`src/rtl/conv_param_loader.sv`:
```
// Parameter loader: takes weight/threshold words on a valid/ready port and shifts them
// MSB-first onto single-bit load ports, committing each segment per fold.
module conv_param_loader #(
   parameter int unsigned WORD_W   = 32,
   parameter int unsigned W_BITS   = 576,
   parameter int unsigned TH_BITS  = 10,
   parameter int unsigned FOLD     = 1,
   parameter int unsigned FOLD_LOG = 1,
   parameter int unsigned CNT_W    = 16
) (
   input  logic                clk,
   input  logic                reset,
   input  logic                start,
   output logic                busy,
   output logic                done,
   input  logic [WORD_W-1:0]   in_data,
   input  logic                in_valid,
   output logic                in_ready,
   output logic                stream_w_singlebit,
   output logic                stream_w_singlebit_en,
   output logic                stream_w_en,
   output logic [FOLD_LOG-1:0] stream_w_addr,
   output logic                stream_th_singlebit,
   output logic                stream_th_singlebit_en,
   output logic                stream_th_en,
   output logic [FOLD_LOG-1:0] stream_th_addr
);

   localparam int unsigned BC_W = $clog2(WORD_W + 1);

   typedef enum logic [2:0] {
      IDLE, W_SHIFT, W_COMMIT, TH_SHIFT, TH_COMMIT, DONE
   } state_t;

   state_t              state, state_nx;
   logic [FOLD_LOG-1:0] fold, fold_nx;
   logic [CNT_W-1:0]    rem, rem_nx;
   logic [CNT_W-1:0]    unbuf, unbuf_nx;
   logic [CNT_W-1:0]    take;
   logic [WORD_W-1:0]   word_buf, word_buf_nx;
   logic [BC_W-1:0]     buf_cnt, buf_cnt_nx;
   logic                shifting, emit, accept;

   // Handshake and output decode, all from registered state
   always_comb begin
      shifting = (state == W_SHIFT) || (state == TH_SHIFT);
      emit     = shifting && (buf_cnt != '0);
      // Refill while the final buffered bit leaves so the stream never bubbles
      in_ready = shifting && (unbuf != '0) &&
                 ((buf_cnt == '0) || ((buf_cnt == BC_W'(1)) && emit));
      accept   = in_valid && in_ready;
      take     = (unbuf > CNT_W'(WORD_W)) ? CNT_W'(WORD_W) : unbuf;

      stream_w_singlebit_en  = emit && (state == W_SHIFT);
      stream_w_singlebit     = stream_w_singlebit_en && word_buf[WORD_W-1];
      stream_th_singlebit_en = emit && (state == TH_SHIFT);
      stream_th_singlebit    = stream_th_singlebit_en && word_buf[WORD_W-1];

      stream_w_en    = (state == W_COMMIT);
      stream_w_addr  = stream_w_en ? fold : '0;
      stream_th_en   = (state == TH_COMMIT);
      stream_th_addr = stream_th_en ? fold : '0;

      busy = (state != IDLE);
      done = (state == DONE);
   end

   // Next-state, counters and word buffer
   always_comb begin
      state_nx    = state;
      fold_nx     = fold;
      rem_nx      = rem;
      unbuf_nx    = unbuf;
      word_buf_nx = word_buf;
      buf_cnt_nx  = buf_cnt;

      if (emit) begin
         word_buf_nx = {word_buf[WORD_W-2:0], 1'b0};
         buf_cnt_nx  = buf_cnt - BC_W'(1);
         rem_nx      = rem - CNT_W'(1);
      end
      // A fresh word only ever lands when the buffer is (about to be) empty
      if (accept) begin
         word_buf_nx = in_data;
         buf_cnt_nx  = BC_W'(take);
         unbuf_nx    = unbuf - take;
      end

      case (state)
         IDLE: begin
            if (start) begin
               state_nx   = W_SHIFT;
               fold_nx    = '0;
               rem_nx     = CNT_W'(W_BITS);
               unbuf_nx   = CNT_W'(W_BITS);
               buf_cnt_nx = '0;
            end
         end
         W_SHIFT: begin
            if (emit && (rem == CNT_W'(1))) state_nx = W_COMMIT;
         end
         W_COMMIT: begin
            state_nx = TH_SHIFT;
            rem_nx   = CNT_W'(TH_BITS);
            unbuf_nx = CNT_W'(TH_BITS);
         end
         TH_SHIFT: begin
            if (emit && (rem == CNT_W'(1))) state_nx = TH_COMMIT;
         end
         TH_COMMIT: begin
            if (fold == FOLD_LOG'(FOLD - 1)) begin
               state_nx = DONE;
            end else begin
               state_nx = W_SHIFT;
               fold_nx  = fold + FOLD_LOG'(1);
               rem_nx   = CNT_W'(W_BITS);
               unbuf_nx = CNT_W'(W_BITS);
            end
         end
         DONE:    state_nx = IDLE;
         default: state_nx = IDLE;
      endcase
   end

   always_ff @(posedge clk) begin
      if (reset) begin
         state    <= IDLE;
         fold     <= '0;
         rem      <= '0;
         unbuf    <= '0;
         word_buf <= '0;
         buf_cnt  <= '0;
      end else begin
         state    <= state_nx;
         fold     <= fold_nx;
         rem      <= rem_nx;
         unbuf    <= unbuf_nx;
         word_buf <= word_buf_nx;
         buf_cnt  <= buf_cnt_nx;
      end
   end

endmodule

```
`config.mk`:
```
export PLATFORM = sky130hd
export DESIGN_NAME = conv_param_loader
export DESIGN_NICKNAME = d
export VERILOG_FILES = /design/src/rtl/conv_param_loader.sv
export SDC_FILE = /design/constraint.sdc
export NUM_CORES = 1
export LEC_CHECK = 0
export ABC_AREA = 1
export CAP_MARGIN = 20
export CORE_UTILIZATION = 43
export DETAILED_ROUTE_END_ITERATION = 10
export HOLD_SLACK_MARGIN = 0.12
export PLACE_DENSITY = 0.71
export SYNTH_ARGS = -nofsm -noshare
export SYNTH_HDL_FRONTEND = slang
export SYNTH_SLANG_ARGS = --single-unit
```
`constraint.sdc`:
```
create_clock -name clk -period 1.9 [get_ports clk]
set_input_delay 0.38 -clock clk [delete_from_list [all_inputs] [get_ports clk]]
set_output_delay 0.38 -clock clk [all_outputs]
set_load 0.03 [all_outputs]
```
# Word level (Yosys, flattened, before mapping)
# Cells that the tools add are included.
[totals] regBits=74 in_bits=36 output_inout_bits=11 elab_cells=67
[op_classes] n_addsub=4 magnitude_cmp=1 n_eq_ne=10 n_mux=25 n_reduce_logical=21
[ops] op="two-way mux 16 bit" count=7
[ops] op="case mux 16 bit (3 select lines)" count=2
[ops] op="two-way mux 32 bit" count=2
[ops] op="two-way mux 6 bit" count=4
[ops] op="equality test 16 x 1 -> 1 bit (second input constant)" count=1
[ops] op="> comparator 16 x 6 -> 1 bit (second input constant)" count=1
[ops] op="nonzero test 16 bit" count=1
[ops] op="subtractor 16 x 1 -> 16 bit (second input constant)" count=1
[ops] op="subtractor 16 bit" count=1
[ops] op="case mux 3 bit (5 select lines)" count=1
[ops] op="two-way mux 3 bit" count=4
[ops] op="logical AND 1 bit" count=10
[ops] op="equality test 3 x 2 -> 1 bit (second input constant)" count=2
[ops] op="equality test 3 bit (second input constant)" count=2
[ops] op="equality test 6 x 1 -> 1 bit (second input constant)" count=1
[ops] op="logical NOT 6 bit" count=1
[ops] op="nonzero test 6 bit" count=1
[ops] op="subtractor 6 x 1 -> 6 bit (second input constant)" count=1
[ops] op="two-way mux 1 bit" count=4
[ops] op="inequality test 2 x 1 -> 1 bit (second input constant)" count=2
[ops] op="nonzero test 2 bit" count=2
[ops] op="equality test 3 x 1 -> 1 bit (second input constant)" count=1
[ops] op="logical NOT 3 bit" count=1
[ops] op="AND reduction 3 bit" count=1
[ops] op="6 further kinds" count=7

# Logic depth before layout (Yosys ltp)
# Gate-level depths: netlist (run 1).
[depth] ltp_word=10 depth_mapped=15 depth_no_buf=15

# Worst setup path after synthesis (run 1)
# Ideal clock, no wire load.
[synth_timing] path_kind="register to output" startpoint="register buf_cnt[0]" endpoint="output stream_w_singlebit" arrival_time_ps=1764 t_required_ps=1520 slack_ps=-244 path_stages_with_launch=10 path_buffers=2 cell_sequence="dfxtp_1 > inv_1 > ha_1 > nand3_2 > nand2_1 > buf_2 > inv_2 > buf_2 > nand2_1 > nor2_1"
[synth_between] elab_chain_cells=4
[synth_rtl] element="start, declared" line="41" rtl="logic [BC_W-1:0] buf_cnt, buf_cnt_nx;"
[synth_rtl] element="start signal, assigned" line="139" rtl="buf_cnt <= buf_cnt_nx;"
[synth_rtl] element="nonzero test 6 bit" line="47" rtl="emit = shifting && (buf_cnt != '0);"
[synth_rtl] element="logical AND 1 bit" line="47"
[synth_rtl] element="logical AND 1 bit" line="54" rtl="stream_w_singlebit_en = emit && (state == W_SHIFT);"
[synth_rtl] element="logical AND 1 bit" line="55" rtl="stream_w_singlebit = stream_w_singlebit_en && word_buf[WORD_W-1];"
[synth_rtl] element="end, declared" line="19" rtl="output logic stream_w_singlebit,"
# No other way between the ends.

# Worst setup path after layout (run 1)
[layout_timing] startpoint="register buf_cnt[0]" endpoint="output in_ready"
[layout_between] elab_chain_cells=5 word_cells_on_any_way=7 cone_classes="1 x eq/ne; 6 x reduce/logical"
[layout_rtl] element="nonzero test 6 bit" line="47"
[layout_rtl] element="logical AND 1 bit" line="47"
[layout_rtl] element="logical AND 1 bit" line="50" rtl="((buf_cnt == '0) || ((buf_cnt == BC_W'(1)) && emit));"
[layout_rtl] element="logical OR 1 bit *" line="50"
[layout_rtl] element="logical AND 1 bit *" line="49" rtl="in_ready = shifting && (unbuf != '0) &&"
[layout_rtl] element="end, declared" line="18" rtl="output logic in_ready,"
# Mark *: on every way between the ends. The rest lies on a longest branch, timed or not.

==> results.yml, run 1 <==
layout:
  final_common_cell: "nand2_1"
  fillCellCount: 764
  layout.nets: 641
  antennaDiodeCount: 0
  finalNonFillerCells: 709
  final_layout_size_suffix_gt1_share_pct: 20.4
  final_cell_mix: "90 x nand2_1, 88 x nand3_1, 63 x dfxtp_1, 51 x inv_1, 45 x nor2_1"
  area_growth_pct: 30.6
  final_area_um2: 4950
floorplanning:
  io_pins: 47
  coreArea_um2: 8380
  dieArea_um2: 9200
  start_util_pct: 45.2
  die_x_um: 95.9
  row_count: 33
  die_h_um: 95.9
worst_setup_path:
  rrSetupSlack_ns: 0.05
  slowest_stage: "dfxtp_2"
  cp_top_family: "flip-flops"
  path_class: "reg2out"
  reg2reg_depth: 10
  timing.rr.end: "unbuf[4]"
  cp.arrival_ns: 1.49
  crit-reg2reg-launch: "buf_cnt[0]"
  critPathBufInv: 3
  critical_path.cell_chain: "buf_4 > ha_1 > nand3_1 > a21oi_2 > nand2_1 > inv_1 > buf_6"
  slowest_delay_ns: 0.34
  required_ns: 1.52
  worstSetupEndpointType: "primary output"
  crit_fanout: 2
  startpoint_type: "register"
power:
  switching_share_pct: 42.3
  power_density_nw_per_um2: 1710
  clock_power_share_pct: 19.7
  pwr-share-comb_pct: 54.2
  ir_drop_v: 0.000722
  p_leak_nw: 2.03
  internal_power_mw: 4.88
  netSwitchingPower_mw: 3.58
  total_power_mw: 8.45
  p_seq_share_pct: 26.1
sta:
  finClkSkew_ns: 0.0118
  finalCritPeriodShare_pct: 98.4
  max_freq_ghz: 0.535
  hold_violations: 0
  period_needed_ns: 1.87
  holdWs_ns: 0.468
  drv_slew: 0
  setup_viol: 0
  rsz0062_at_grt: "yes"
drt:
  post_drt_wl_per_cell_um: 12.6
  vias_per_cell: 5.23
  drtAntennaViolNets: 0
  drc: 0
  routed_wl_um: 8910
  vias: 3711
  drt_iter0_markers: 228
  drt_pass1_iterations: 5
place:
  post_dp_cell_area_um2: 4450
  dp_cells: 683
  gp_congestion: 0.830
  dp_hpwl_um: 6070
  port_buffers: 44
synth:
  syn-instance-count: 532
  ys.flop_type: "dfxtp_1"
  ys_ff_latch: 73
  synth_seq_area_share_pct: 38.5
  synth_area_um2: 3790
  yosysWarnings: 0
  async_flop_share_pct: 0
  synth_cell_type_count: 42
  syn_avg_cell_area_um2: 7.13
  synth_edf_count: 0
clock_tree:
  clock-root-buffer: "clkbuf_8"
  insertion_delay_ns: 0.35
  clock_path_buffers: 2
  ctsHoldBuffers: 0
  clk_pin_slew_ns: 0.08
  tritoncts: "yes"
  cts_num_sinks: 73
  numCtsBuffers: 9
  htreeDepth: 3
flow_run:
  cap_violations: 0
min_path:
  hp-start: "unbuf[15]"
  hold_path_depth: 1
  hp-class: "reg2reg"
  hold_path_end: "unbuf[15]"
grt:
  grt_use_total_pct: 21.1
  grt_max_degree: 53
  grt_pass1_wl_um: 15300
  antenna_found_initial: 0
  grt_overflow: 0
  grt_pass1_vias: 3453
outcome:
  run_status: "finished clean"
[cells by family (layout without fill, tap and decap cells)]
group | after synthesis | after routing | synth area share [%]
DFF | 73 | 73 | 38.5
and+or+nand+nor | 272 | 272 | 32.9
buffers and inverters | 86 | 157 | 10.1
other | 2 | 3 | 0.198
xor gates and xnor gates | 15 | 15 | 3.47
adders and majority gates | 6 | 6 | 1.98
AOI/OAI and AO/OA | 78 | 78 | 12.7
[metrics by stage]
stage | utilization, % | setup slack, ns | TNS, ns
2_1_floorplan | - | 0.0262 | 0
3_3_place_gp | 53.1 | 0.0704 | 0
3_5_place_dp | 53.1 | 0.0126 | 0
4_1_cts | 57.9 | 0.00523 | 0
5_1_grt | 59.1 | -0.0635 | -0.271
6_report | 59.1 | 0.0301 | 0
[synthesized netlist by cell type, drive strengths merged (2+ instances only)]
cell,n,area share (%)
a211oi,4,0.79
a21oi,19,2.6
a31oi,31,5.1
a32oi,2,0.46
buf,23,3.9
clkbuf,4,0.40
conb,2,0.20
dfxtp,73,39
ha,6,2.0
inv,59,5.8
nand2,100,10
nand3,91,13
nand4,9,1.5
nor2,65,7.2
nor4,2,0.33
o211ai,2,0.40
o21ai,14,1.9
xnor2,2,0.46
xor2,13,3.0
[sequential cells by signal, indices dropped and copies added, names as in the netlist]
register,count
unbuf,16
buf_cnt,6
rem,16
state,3
word_buf,32
[worst max-delay path by stage]
| stage | from | end | slack [ns] | cells after the start |
|---|---|---|---|---|
| floorplan | buf_cnt[0] | stream_w_singlebit | 0.03 | 9 |
| global placement | buf_cnt[1] | buf_cnt[0] | 0.07 | 9 |
| detailed placement | buf_cnt[1] | buf_cnt[0] | 0.01 | 9 |
| CTS | buf_cnt[1] | stream_w_singlebit_en | 0.005 | 9 |
| global route | buf_cnt[0] | in_ready | -0.06 | 7 |
| finish | buf_cnt[0] | in_ready | 0.03 | 7 |
[metal layers]
layer  wire [µm]  GRT usage [%]  vias to the layer above  part of all wire [%]
met5           0              0                        -                     0
met2        4220           34.9                       96                    47
li1            -              -                     1899                     -
met4         104           7.21                        0                   1.2
met1        4140           27.7                     1706                    46
met3         441           3.48                       10                   4.9
[cell type report]
| type | instances | area [µm²] | share of cell area, % |
|---|---|---|---|
| Sequential cell | 73 | 1480 | 29.8 |
| Tap cell | 105 | 131 | 2.65 |
| Clock inverter | 5 | 125 | 2.53 |
| Inverter | 59 | 231 | 4.68 |
| Multi-Input combinational cell | 374 | 2080 | 42.0 |
| Timing Repair Buffer | 82 | 758 | 15.3 |
| Clock buffer | 11 | 151 | 3.06 |
[timing repair]
action,in CTS,in global routing
gates resized for setup,26,38
endpoints found under the setup margin,9,57
endpoints found under the hold margin,0,0
setup buffers,8,2
pin swaps,8,9
[power groups by stage]
stage | registers, mW | clock network (mW) | logic [mW]
finish | 2.20 | 1.67 | 4.58
global route | 2.24 | 1.76 | 5.10
CTS | 2.18 | 1.70 | 4.32
detailed placement | 2.19 | 0 | 3.95
global placement | 2.18 | 0 | 3.86
floorplan | 2.14 | 0 | 2.90
Power figures use the tool's default switching activity.
==> run 2: changes to the inputs <==
- CORE_ASPECT_RATIO: unset -> 2
==> run 2 against run 1 <==
Compared with the run above: combinational power decreased by 4%; clock skew decreased by 0.0036 ns; non-clock buffer count decreased by 6; register-to-register slack improved by 0.05 ns; via count increased by 1.6%; cell count decreased by 1.7%; sequential share of layout area increased by 0.29 points; die area increased by 0.25%; sequential power about the same; total power decreased by 3.0%; maximum frequency decreased by 0.13%.
==> results.yml, run 2 (synthesis gave the netlist of run 1 again) <==
sta:
  hold_violations: 0
  tightest_slew_ns: 0.495
  setup_viol: 0
  max_freq_ghz: 0.534
  tns_ns: 0
  period_needed_ns: 1.87
  drv_slew: 0
  finalCritPeriodShare_pct: 98.5
  holdWs_ns: 0.468
  final.setup.worst_slack_ns: 0.0276
  slew_headroom_pct: 66.7
  finClkSkew_ns: 0.00818
  rsz0062_at_grt: "yes"
drt:
  drtAntennaViolNets: 0
  drt_pass1_iterations: 5
  post_drt_wl_per_cell_um: 13.8
  drt_iter0_markers: 192
  routed_wl_um: 9640
  drc: 0
  vias_per_cell: 5.41
  vias: 3771
worst_setup_path:
  slowest_delay_ns: 0.35
  crit-reg2reg-launch: "unbuf[3]"
  reg2reg_depth: 14
  critical_path.cell_chain: "inv_2 > ha_4 > nand3_4 > nand2_4 > inv_4 > nand2_4 > nor2_4 > buf_6"
  rrSetupSlack_ns: 0.10
  required_ns: 1.52
  timing.rr.end: "unbuf[14]"
  cpMostUsedCell: "nand2_4"
  path_class: "reg2out"
  slowest_stage: "dfxtp_2"
  cp.arrival_ns: 1.49
  startpoint_type: "register"
  crit_fanout: 5
  worstSetupEndpointType: "primary output"
grt:
  grt_overflow: 0
  antenna_found_initial: 0
  grt_use_total_pct: 22.0
  grt_pass1_vias: 3544
  grt_pass1_wl_um: 15200
  grt_max_degree: 68
layout:
  final_layout_size_suffix_gt1_share_pct: 18.4
  layout.nets: 635
  seqCellArea_um2: 1480
  largest_reg_flops: 32
  final_cell_mix: "88 x nand2_1, 87 x nand3_1, 64 x dfxtp_1, 50 x nor2_1, 49 x inv_1"
  final_common_cell: "nand2_1"
  antennaDiodeCount: 0
  fillCellCount: 780
  area_growth_pct: 29.2
  reg_top3: "word_buf x32, rem x16, unbuf x16"
  top_register: "word_buf"
  final_core_util_pct: 57.1
  multiInputGateArea_um2: 2080
clock_tree:
  htreeDepth: 3
  insertion_delay_ns: 0.34
  ctsHoldBuffers: 0
  tritoncts: "yes"
  clock_path_buffers: 2
  cts_num_sinks: 73
  numCtsBuffers: 9
  clk_pin_slew_ns: 0.06
  clock-root-buffer: "clkbuf_16"
place:
  port_buffers: 44
  dp_hpwl_um: 6930
  dp_slack_ns: 0.0661
  gp_congestion: 0.939
floorplanning:
  die_x_um: 68.4
  start_util_pct: 44.1
  die_h_um: 135
  coreArea_um2: 8590
  dieArea_um2: 9220
  row_count: 48
  io_pins: 47
min_path:
  hp-class: "reg2reg"
  hold_path_depth: 1
  hp-start: "unbuf[15]"
  hold_path_end: "unbuf[15]"
power:
  p_leak_nw: 2.00
  power_density_nw_per_um2: 1670
  ir_drop_v: 0.000734
flow_run:
  cap_violations: 0
outcome:
  run_status: "finished clean"
run 2: changes by cell type in the layout (fill, tap and decap cells not counted), moves of 3 or more:
cell / before / now
a21oi_2: 3 / 0
buf_4: 35 / 32
bufinv_16: 4 / 0
clkbuf_16: 0 / 9
clkbuf_2: 3 / 0
clkbuf_8: 11 / 3
dlygate4sd2_1: 0 / 3
inv_2: 5 / 8
nand2_2: 7 / 10
nor2_1: 45 / 50
nor2_2: 12 / 7
run 2: how the worst max path moves through the flow:
| stage | start | endpoint | slack [ns] | cells past startpoint |
|---|---|---|---|---|
| finish | buf_cnt[0] | stream_w_singlebit | 0.03 | 8 |
| global route | unbuf[7] | unbuf[14] | -0.08 | 12 |
| CTS | buf_cnt[0] | stream_w_singlebit | -0.10 | 8 |
| detailed placement | buf_cnt[0] | rem[6] | 0.07 | 10 |
| global placement | unbuf[9] | unbuf[14] | 0.11 | 14 |
| floorplan | buf_cnt[0] | stream_w_singlebit | 0.03 | 9 |
run 2: metal layers:
metal	wire (µm)	vias up	global-route usage, %
li1	-	1892	-
met5	0	-	0
met4	469	0	14.8
met1	3640	1758	22.2
met3	301	29	4.73
met2	5230	92	38.1
run 2: where the power goes:
group / internal, mW / switching (mW) / leakage (nW)
clock: 0.981 / 0.615 / 0.138
combinational: 1.67 / 2.71 / 1.26
sequential: 1.92 / 0.298 / 0.597
run 2: per-stage QoR:
stage / instance area [µm²] / power, mW / cells
after floorplan: 3810 / 5.04 / 533
after global placement: 4400 / 6.01 / 672
after detailed placement: 4400 / 6.10 / 672
after CTS: 4690 / 7.72 / 687
after global routing: 4900 / 8.77 / 697
final: 4900 / 8.20 / 697
run 2: worst max-delay path: cells and delay by family, from the launching register on:
kind | cells | cell delay [ns]
AND/OR/NAND/NOR | 4 | 0.37
flip-flops | 1 | 0.35
buffers and inverters | 3 | 0.27
adder cells (fa/ha/maj) | 1 | 0.16
run 2: timing repair:
item,CTS,global route
pin swaps,0,20
endpoints found under the setup margin,8,48
hold endpoints to repair,0,0
resized for setup,6,43
buffers inserted,0,10
run 2: layout make-up:
| class | instances | area share [%] |
|---|---|---|
| clock buffer | 13 | 5.52 |
| clock inverter | 2 | 0.255 |
| inverter | 59 | 4.62 |
| multi-input combinational | 374 | 42.4 |
| sequential | 73 | 30.1 |
| tap | 100 | 2.55 |
| timing repair buffer | 76 | 14.5 |
==> run 3: changes to the inputs <==
- CORE_UTILIZATION: 43 -> 45
- PLACE_DENSITY: 0.71 -> 0.74
==> run 3 against run 2 <==
Compared with the run above: via count up 2.2%; non-clock buffer count is 9 higher; largest power group unchanged; sequential power barely moved; maximum frequency increased by 0.75%.
==> results.yml, run 3 (synthesis gave the netlist of run 1 again) <==
grt:
  grt_overflow: 0
  grt_pass1_wl_um: 16000
  grt_use_total_pct: 23.7
  grt_pass1_vias: 3691
  antenna_found_initial: 0
  grt_max_degree: 39
power:
  power_density_nw_per_um2: 1710
  pwr-share-comb_pct: 53.5
  internal_power_mw: 4.87
  switching_share_pct: 43.2
  clock_power_share_pct: 20.6
  p_seq_share_pct: 25.9
  netSwitchingPower_mw: 3.71
  ir_drop_v: 0.000807
  p_leak_nw: 2.07
sta:
  rsz0062_at_grt: "yes"
  drv_slew: 0
  finClkSkew_ns: 0.00423
  holdWs_ns: 0.465
  final.setup.worst_slack_ns: 0.0415
  finalCritPeriodShare_pct: 97.8
  setup_viol: 0
  period_needed_ns: 1.86
  max_freq_ghz: 0.538
  tns_ns: 0
  hold_violations: 0
worst_setup_path:
  required_ns: 1.52
  cp.arrival_ns: 1.48
  startpoint_type: "register"
  worstSetupEndpointType: "primary output"
  crit_fanout: 6
  path_class: "reg2out"
layout:
  final_area_um2: 5020
  final_common_cell: "nand2_1"
  largest_reg_flops: 32
  reg_top3: "word_buf x32, rem x16, unbuf x16"
  final_cell_mix: "89 x nand2_1, 87 x nand3_1, 59 x dfxtp_1, 48 x inv_1, 48 x nor2_1"
  final_layout_size_suffix_gt1_share_pct: 21.3
  top_register: "word_buf"
  seqCellArea_um2: 1480
  layout.nets: 644
  multiInputGateArea_um2: 2100
  antennaDiodeCount: 0
  fillCellCount: 743
  area_growth_pct: 32.3
place:
  gp_congestion: 0.953
  dp_slack_ns: 0.0314
  port_buffers: 44
  post_dp_cell_area_um2: 4430
  dp_hpwl_um: 7060
clock_tree:
  insertion_delay_ns: 0.33
  tritoncts: "yes"
  htreeDepth: 3
  clock-root-buffer: "clkbuf_16"
  numCtsBuffers: 9
  cts_num_sinks: 73
  clock_path_buffers: 2
  ctsHoldBuffers: 0
  clk_pin_slew_ns: 0.06
min_path:
  hp-class: "reg2reg"
drt:
  drtAntennaViolNets: 0
  post_drt_wl_per_cell_um: 14.2
  drc: 0
  vias: 3854
  vias_per_cell: 5.47
  routed_wl_um: 10000
  drt_pass1_iterations: 5
  drt_iter0_markers: 227
floorplanning:
  die_x_um: 66.9
  dieArea_um2: 8820
  coreArea_um2: 8230
  start_util_pct: 46.0
  io_pins: 47
  row_count: 47
  die_h_um: 132
outcome:
  run_status: "finished clean"
flow_run:
  cap_violations: 0
-- run 3: through the flow --
stage / cells / power (mW) / utilization (%)
2_1_floorplan: 533 / 5.04 / -
3_3_place_gp: 675 / 6.10 / 53.8
3_5_place_dp: 675 / 6.21 / 53.8
4_1_cts: 694 / 8.27 / 58.7
5_1_grt: 705 / 9.13 / 60.9
6_report: 705 / 8.58 / 60.9
-- run 3: cell type report --
| cell class | count | share of cell area (%) |
|---|---|---|
| clock buffer | 9 | 4.49 |
| clock inverter | 7 | 1.70 |
| inverter | 59 | 4.51 |
| multi-input combinational | 374 | 41.8 |
| sequential | 73 | 29.5 |
| tap | 98 | 2.44 |
| timing repair buffer | 85 | 15.6 |
-- run 3: layer usage --
metal,global-route usage (%),share of wire [%]
met4,14.4,4.5
met5,0,0
met3,3.29,2.4
met1,23.7,36
met2,43.5,57
-- run 3: critical path: stages, from the launching register on --
cell and delay (ns):
dfxtp_1 0.35, nor2_1 0.19, nand2_1 0.23, inv_1 0.19
buf_4 0.18
-- run 3: power groups by stage --
stage / Sequential [mW] / Combinational, mW / Clock, mW
after floorplan: 2.14 / 2.90 / 0
after global placement: 2.18 / 3.92 / 0
after detailed placement: 2.20 / 4.01 / 0
after CTS: 2.18 / 4.30 / 1.79
after global routing: 2.26 / 5.03 / 1.84
final: 2.22 / 4.59 / 1.76
-- run 3: what timing repair did --
item,CTS,global route
setup buffers,3,11
pin swaps,7,16
setup endpoints to repair,7,54
gates resized for setup,21,39
-- run 3: path summary, 6_finish.rpt --
| path | slack [ns] | cells after the start | start | endpoint |
|---|---|---|---|---|
| setup reg to reg | 0.05 | 13 | unbuf[9] | unbuf[10] |
| setup / recovery | 0.04 | 4 | state[2] | stream_w_en |
| hold / removal | 0.46 | 1 | unbuf[15] | unbuf[15] |
| hold reg to reg | 0.46 | 1 | unbuf[15] | unbuf[15] |
